`src/rtl/top_ting.sv`:
```
// top_ting: double-and-add EC scalar multiply k*P over GF(p), p<16; ports: i_clk/i_rst, i_start, a/prime/k/Px/Py in, kPx/kPy accumulator, final_output_1/2 + final_done result, raw1 debug
module top_ting #(
  parameter int SIZE = 32
) (
  input  logic            i_clk,
  input  logic            i_rst,
  input  logic            i_start,
  input  logic [3:0]      a,
  input  logic [3:0]      prime,
  input  logic [3:0]      k,
  input  logic [3:0]      Px,
  input  logic [3:0]      Py,
  output logic [SIZE-1:0] kPx,
  output logic [SIZE-1:0] kPy,
  output logic [SIZE-1:0] final_output_1,
  output logic [SIZE-1:0] final_output_2,
  output logic            final_done,
  output logic [31:0]     raw1
);
  typedef enum logic [3:0] {IDLE, LOAD, DBL, ADD, INV, UPD, NXT, DONE} state_t;
  state_t st_q;
  logic [3:0] a_q, p_q, k_q, px_q, py_q, x_q, y_q, bit_q, v_q, num_q, den_q, lam_q, fx_q, fy_q;
  logic inf_q, add_q, done_q;
  logic [3:0] xn, yn;
  function automatic logic [9:0] w(input logic [3:0] v);
    w = {6'b0, v};
  endfunction
  function automatic logic [3:0] md(input logic [9:0] v);
    md = 4'(v % w(p_q));
  endfunction
  // x2 is P.x in an add step; when an add falls back to doubling, x equals P.x anyway
  always_comb begin
    xn = md(w(md(w(lam_q) * w(lam_q))) + (w(p_q) << 1) - w(x_q) - w(add_q ? px_q : x_q));
    yn = md(w(lam_q) * w(md(w(x_q) + w(p_q) - w(xn))) + w(p_q) - w(y_q));
  end
  always_ff @(posedge i_clk or negedge i_rst) begin
    if (!i_rst) begin
      st_q <= IDLE;
      {a_q, p_q, k_q, px_q, py_q, x_q, y_q, bit_q, v_q} <= '0;
      {num_q, den_q, lam_q, fx_q, fy_q} <= '0;
      {inf_q, add_q, done_q} <= '0;
    end else begin
      done_q <= 1'b0;
      case (st_q)
        IDLE: if (i_start) st_q <= LOAD;
        LOAD: begin
          {a_q, p_q, k_q, px_q, py_q} <= {a, prime, k, Px, Py};
          {x_q, y_q} <= '0;
          inf_q <= 1'b1;
          add_q <= 1'b0;
          bit_q <= 4'd3;
          st_q <= DBL;
        end
        DBL: begin
          if (inf_q || y_q == 4'd0) begin
            inf_q <= 1'b1;
            st_q <= NXT;
          end else begin
            num_q <= md(w(md(w(x_q) * w(x_q))) * 10'd3 + w(a_q));
            den_q <= md(w(y_q) << 1);
            v_q <= 4'd1;
            st_q <= INV;
          end
        end
        ADD: begin
          if (inf_q) begin
            {x_q, y_q} <= {px_q, py_q};
            inf_q <= 1'b0;
            st_q <= NXT;
          end else if (x_q == px_q) begin
            inf_q <= (y_q != py_q);
            st_q <= (y_q == py_q) ? DBL : NXT;
          end else begin
            num_q <= md(w(py_q) + w(p_q) - w(y_q));
            den_q <= md(w(px_q) + w(p_q) - w(x_q));
            v_q <= 4'd1;
            st_q <= INV;
          end
        end
        // linear search for den^-1; v==15 bounds the loop for illegal moduli
        INV: begin
          if (md(w(den_q) * w(v_q)) == 4'd1 || v_q == 4'd15) begin
            lam_q <= md(w(num_q) * w(v_q));
            st_q <= UPD;
          end else v_q <= v_q + 4'd1;
        end
        UPD: begin
          {x_q, y_q} <= {xn, yn};
          st_q <= NXT;
        end
        NXT: begin
          if (!add_q && k_q[bit_q[1:0]]) begin
            add_q <= 1'b1;
            st_q <= ADD;
          end else if (bit_q == 4'd0) st_q <= DONE;
          else begin
            bit_q <= bit_q - 4'd1;
            add_q <= 1'b0;
            st_q <= DBL;
          end
        end
        DONE: begin
          fx_q <= inf_q ? 4'd0 : x_q;
          fy_q <= inf_q ? 4'd0 : y_q;
          done_q <= 1'b1;
          st_q <= IDLE;
        end
        default: st_q <= IDLE;
      endcase
    end
  end
  assign kPx = SIZE'(inf_q ? 4'd0 : x_q);
  assign kPy = SIZE'(inf_q ? 4'd0 : y_q);
  assign final_output_1 = SIZE'(fx_q);
  assign final_output_2 = SIZE'(fy_q);
  assign final_done = done_q;
  assign raw1 = {20'b0, st_q, bit_q, v_q};
endmodule

```
`config.mk`:
```
export PLATFORM = sky130hd
export DESIGN_NAME = top_ting
export DESIGN_NICKNAME = d
export VERILOG_FILES = /design/src/rtl/top_ting.sv
export SDC_FILE = /design/constraint.sdc
export NUM_CORES = 1
export LEC_CHECK = 0
export CORE_MARGIN = 4
export CORE_UTILIZATION = 56
export DETAILED_ROUTE_END_ITERATION = 12
export GPL_ROUTABILITY_DRIVEN = 1
export PLACE_DENSITY = 0.78
export SLEW_MARGIN = 10
export SYNTH_ARGS = -nofsm -noshare
export SYNTH_HDL_FRONTEND = slang
export SYNTH_SLANG_ARGS = --single-unit
```
`constraint.sdc`:
```
create_clock -name i_clk -period 64.1 [get_ports i_clk]
set_input_delay 12.82 -clock i_clk [delete_from_list [all_inputs] [get_ports i_clk]]
set_output_delay 12.82 -clock i_clk [all_outputs]
set_load 0.02 [all_outputs]
```
== Word-level counts from Yosys, hierarchy flattened ==
Cells that the tools add are included.
Widths: inputs -> output; s select.
Storage, ports and cells
  register bits: 63
  input port bits: 23
Operators by class
  add/subtract/negate cells: 14
  multipliers: 6
  divide/modulo/power cells: 11
  $lt $le $gt $ge: 1
  eq/ne operators: 23
  multiplexer cells: 44
  reduce and logical (&&, ||, !) cells: 20
Operators with widths (number)
  $mux 4: 21
  $mod 10x4->10: 6
  $mod 8x4->10: 4
  $mul 4x4->8: 5
  $pmux 4 s3: 3
  $pmux 4 s7: 1
  $pmux 4 s2: 3
  $ne 2x2->1 const B: 10
  $sub 5x4->6: 3
  $eq 4x3->1 const B: 4
  $add 4x4->5: 3
  $mux 3: 5
  $logic_not 4->1: 3
  $mod 5x4->10: 1
  $reduce_and 2->1: 5
  $sub 9x4->10: 1
  $add 8x4->9: 1
  $reduce_bool 3->1: 3
  $eq 4x1->1 const B: 2
  $eq 4x2->1 const B: 2
  $eq 4x4->1: 2
  $sub 7x5->8: 1
  $add 6x4->7: 1
  $mux 1: 7
  20 further kinds: 22

== Logic depth before layout (Yosys ltp) ==
  depth in word-level cells: 13
  depth in mapped cells: 333
  depth with buffers taken out: 325

== Least setup slack after synthesis ==
Ideal clock, no wire load.
  path kind: register to register
  from: register p_q[0]
  to: register y_q[3]
  setup time: 0.118 ns
  arrival time: 65.050 ns
  required time: 63.982 ns
  slack: -1.068 ns
  stages on the path, launching flop included: 313
  path buffers: 8
  clock period less this slack: 65.168 ns
  cells stage by stage: dfrtp_1 inv_1 ha_1 o21a_1 o21ai_0 a21oi_1 mux2_2 ha_1 o21ai_0 a21boi_0 o21ai_0 nor2b_1 mux2i_1 ha_1 o21a_1 o21ai_0 nand2b_1 nand2_1 [... 277 more ...] inv_1 ha_1 o21a_1 o21ai_0 nand2b_1 a21oi_1 and4b_1 and2_1 mux2i_1 ha_1 a21o_1 a21o_1 a21oi_1 nand2_1 o311ai_4 a21oi_1 a311o_1 a21o_1
Between the ends
  cells in the longest elaborated chain, start to end: 12
  elaborated cells on any way between the ends: 13
  those cells by class: add/sub: 7; mul: 1; div: 4; mux: 1
RTL lines
  from (decl): RTL line 22  | logic [3:0] a_q, p_q, k_q, px_q, py_q, x_q, y_q, bit_q, v_q, num_q, den_q, lam_q, fx_q, fy_q;
  from (signal assigned): RTL line 47  | {a_q, p_q, k_q, px_q, py_q} <= {a, prime, k, Px, Py};
  $mod 8x4->10: RTL line 29  | md = 4'(v % w(p_q));
  $add 4x5->6: RTL line 33  | xn = md(w(md(w(lam_q) * w(lam_q))) + (w(p_q) << 1) - w(x_q) - w(add_q ? px_q : x_q));
  $sub 6x4->7: RTL line 33
  $sub 7x5->8: RTL line 33
  $mod 10x4->10: RTL line 29
  $sub 5x4->6: RTL line 34  | yn = md(w(lam_q) * w(md(w(x_q) + w(p_q) - w(xn))) + w(p_q) - w(y_q));
  $mod 10x4->10: RTL line 29
  $mul 4x4->8: RTL line 34
  $add 8x4->9: RTL line 34
  $sub 9x4->10: RTL line 34
  $mod 10x4->10 *: RTL line 29
  $pmux 4 s3 *: RTL line 44  | case (st_q)
  to (signal assigned): RTL line 67  | {x_q, y_q} <= {px_q, py_q};
  to (signal assigned): RTL line 88  | {x_q, y_q} <= {xn, yn};
  to (decl): RTL line 22
Every way passes the cells marked *; elsewhere a longest branch is shown, timed or not.
A chain may end at the register's enable or synchronous reset.

== Worst setup path in the final report ==
  from: register lam_q[3]
  to: register y_q[1]
Between the ends
  cells in the longest elaborated chain, start to end: 13
RTL lines
  from (decl): RTL line 22
  from (signal assigned): RTL line 83  | lam_q <= md(w(num_q) * w(v_q));
  $mul 4x4->8: RTL line 33
  $mod 8x4->10: RTL line 29
  $add 4x5->6: RTL line 33
  $sub 6x4->7: RTL line 33
  $sub 7x5->8: RTL line 33
  $mod 10x4->10: RTL line 29
  $sub 5x4->6: RTL line 34
  $mod 10x4->10: RTL line 29
  $mul 4x4->8 *: RTL line 34
  $add 8x4->9 *: RTL line 34
  $sub 9x4->10 *: RTL line 34
  $mod 10x4->10 *: RTL line 29
  $pmux 4 s3 *: RTL line 44
Marks and branches as above.

==> impl_metrics.py <==
metrics = {
    "clocking": {
        "clock_path_buffers": 2,
        "cts_buffers": 9,
        "clock_tree.root_cell": "clkbuf_16",
        "cts.htree.levels": 3,
        "worstSkewPairLatency_ns": 0.38,
        "clk_pin_slew_worst_paths_ns": 0.06,
        "cts_tree": "yes",
        "holdBufCountCts": 0,
        "cts.sink_count": 62,
    },
    "critical_path": {
        "timing.critical_path.fanout_max": 9,
        "required_ns": 64.34,
        "reg2regPathDepth": 309,
        "cpPeakStageDelay_ns": 0.66,
        "criticalPathCategory": "flip-flop to flip-flop",
        "setup_slack_of_the_worst_register_to_register_path_ns": 2.21,
        "critical_path.reg2reg.endpoint": "y_q[1]$_DFFE_PN0P_",
        "crit_path_end_kind": "flip-flop",
        "cp.arrival_ns": 62.12,
        "rr_startpoint": "lam_q[3]$_DFFE_PN0P_",
        "critical_path.slowest_cell": "or4b_2",
        "setup.worst_path.start": "lam_q[3]$_DFFE_PN0P_",
        "worst_setup_path_endpoint": "y_q[1]$_DFFE_PN0P_",
        "setup.worst_path.start_class": "flip-flop",
        "path_common_cell": "ha_1",
    },
    "worst_hold_path": {
        "class_of_the_most_critical_hold_timing_path": "flip-flop to flip-flop",
    },
    "final_layout": {
        "layout.cells.most_common_list": "400 x ha_1, 236 x nor2_1, 227 x nand2_1",
        "final_nets": 3603,
        "drive_gt1_share_pct": 12.6,
        "layout.cells.most_common": "ha_1",
        "syn2layout_area_growth_pct": 10.1,
        "insertedDiodeCount": 0,
    },
    "drt": {
        "average_detailed_routed_wire_length_per_instance_um": 16.7,
        "met2RoutedLength_mm": 29.3,
        "route.final.wire_length_mm": 60.9,
        "routed-wl-met3_mm": 3.80,
        "routedLengthMet1_mm": 25.7,
        "firstDrtPassIters": 5,
        "antenna_left": 0,
        "num_vias": 22200,
        "top_routing_layer_in_use": "met4",
        "post-route-drc-count": 0,
        "post_drt_via_cell_ratio": 6.09,
        "detailedRoute.firstIterationViolations": 1446,
    },
    "synthesis": {
        "synthTopCellsByArea": "ha_1 22%, dfrtp_1 6.8%, o21a_1 4.9%",
        "dominantRegCellSynth": "dfrtp_1",
        "sequential_share_of_the_synthesized_area_pct": 6.81,
        "synthArstFlopShare_pct": 100,
        "synth_enable_flop_cells": 0,
        "synthesis.yosys.warnings": 0,
        "synthesis_stage_register_bit_count": 62,
        "area_share_of_the_leading_cell_type_in_the_synthesized_netlist_pct": 22.3,
        "synthDistinctLibCells": 107,
        "cell_type_with_the_largest_total_area_after_synthesis": "ha_1",
        "synthesis.instances": 2997,
        "postSynthAreaPerCell_um2": 7.60,
        "mappedNetlistArea_um2": 22800,
    },
    "global_route": {
        "grt_start_max_net_pins": 92,
        "globalRouteOverflowTotal": 0,
        "grt_antenna_before_repair": 0,
        "global_route.usage.total_pct": 25.8,
        "grt_pass1_vias": 21200,
        "grt_pass1_wl_mm": 98.1,
    },
    "sta": {
        "final.setup.worst_slack_ns": 2.21,
        "setup_viol": 0,
        "final.setup.tns_ns": 0,
        "fmax_mhz": 16.2,
        "max_slew_margin_pct": -34.8,
        "finalHoldViolations": 0,
        "layout_min_cycle_time_ns": 61.89,
        "clock_skew_ns": 0.0115,
        "final_min_period_over_clock_period_pct": 96.5,
        "report.final.slew_viol_count": 7,
        "worst-slew-pin-transition_ns": 1.97,
    },
    "floorplanning": {
        "total_die_area_um2": 44000,
        "core_area_um2": 40000,
        "floorplan.initialDensity_pct": 57.0,
        "die_width_um": 210,
        "core.rowCount": 73,
        "io-pin-count": 184,
        "die_height_um": 210,
    },
    "place": {
        "hpwl_mm": 46.1,
        "detailedPlace.worstSlack_ns": -3.22,
        "place.port_buffers": 50,
        "globalplace.congestion": 0.926,
    },
    "job": {
        "cap_violations": 0,
    },
    "status": {
        "outcome": "finished with violations",
        "failed_checks": "max-slew violations",
    },
}
[cells in the mapped netlist, types with 7 or more instances]
cell type	count
xnor2_1	90
inv_1	217
o211ai_1	14
o21a_1	148
fa_1	52
ha_1	406
o21ai_0	192
a31oi_1	17
nand3_1	38
clkbuf_1	46
dfrtp_1	62
nand2b_1	53
nor2_1	247
a21oi_1	206
a211oi_1	14
and3_1	15
o31ai_1	41
buf_4	133
nor4_1	10
nor2b_1	49
a22oi_1	7
mux2i_1	69
nor3b_1	11
o21bai_1	19
or3_1	26
nand2_1	231
or2_2	17
a21o_1	57
nor3_1	131
nand4_1	20
xor2_1	50
nor4b_1	10
and4_1	7
and2_1	47
mux2_2	83
o22ai_1	7
[registers in the layout (all words and copies together) (netlist names)]
name        cells
y_q             4
a_q             4
fy_q            4
v_q             4
fx_q            4
bit_q           4
st_q            3
lam_q           4
inf_q           1
final_done      1
py_q            4
px_q            4
num_q           4
den_q           4
k_q             4
x_q             4
add_q           1
p_q             4
[kinds of logic after synthesis]
group,after synthesis,share of synthesized area [%]
other,1,0.0165
AND/OR/NAND/NOR,954,20.8
AO/OA/AOI/OAI,820,23.7
multiplexers,155,7.39
flip-flops,62,6.81
XOR/XNOR,142,5.52
adder cells (fa/ha/maj),458,26.9
buffers and inverters,405,8.89
[repair_timing]
| action | CTS | global route |
|---|---|---|
| setup buffers | 11 | 55 |
| gates cloned | 0 | 1 |
| resized for setup | 42 | 118 |
| pin swaps | 6 | 54 |
| endpoints found under the setup margin | 4 | 4 |
[worst max-delay path: cells and delay by family (launching register included)]
family,cells,cell delay [ns]
buffers and inverters,26,3.00
DFF,1,0.43
xor gates and xnor gates,1,0.15
AOI/OAI and AO/OA,135,23.30
and+or+nand+nor,76,12.68
adders and majority gates,49,15.83
muxes,22,6.23
[layer usage]
layer	up-vias	track usage, %
li1	10800	-
met1	10600	32.2
met2	705	45.1
met3	163	4.13
met4	0	9.54
met5	-	0
[area by class of cell]
cell class,count,area [µm²]
repair buffers,159,1340
clock buffers,9,225
fillers,3460,14900
multi-input cells,2671,20400
clock inverters,7,105
flip-flops and latches,62,1560
well taps,525,657
inverters,219,832
[per-stage QoR]
| step | area, µm² | hold WS [ns] | util [%] | cells |
|---|---|---|---|---|
| after global placement | 23700 | 0.488 | 59.2 | 3569 |
| after detailed placement | 23700 | 0.495 | 59.2 | 3569 |
| after floorplan | 23400 | 0.475 | - | 3137 |
| final | 25100 | 0.508 | 62.7 | 3652 |
| after global routing | 25100 | 0.532 | 62.7 | 3652 |
| after CTS | 24200 | 0.509 | 60.6 | 3596 |
[how the worst min path moves through the flow]
stage	startpoint	end	slack, ns	cells past startpoint
after floorplan	k_q[2]$_DFFE_PN0P_	k_q[2]$_DFFE_PN0P_	0.48	1
after global placement	fy_q[0]$_DFFE_PN0P_	fy_q[0]$_DFFE_PN0P_	0.49	1
after detailed placement	fy_q[0]$_DFFE_PN0P_	fy_q[0]$_DFFE_PN0P_	0.50	1
after CTS	fy_q[0]$_DFFE_PN0P_	fy_q[0]$_DFFE_PN0P_	0.51	1
after global routing	fy_q[3]$_DFFE_PN0P_	fy_q[3]$_DFFE_PN0P_	0.53	1
final	fy_q[0]$_DFFE_PN0P_	fy_q[0]$_DFFE_PN0P_	0.51	1
Power is left out: the tool's default activity adds up to more than one toggle a clock period on the data nets, which glitch-free logic cannot reach.
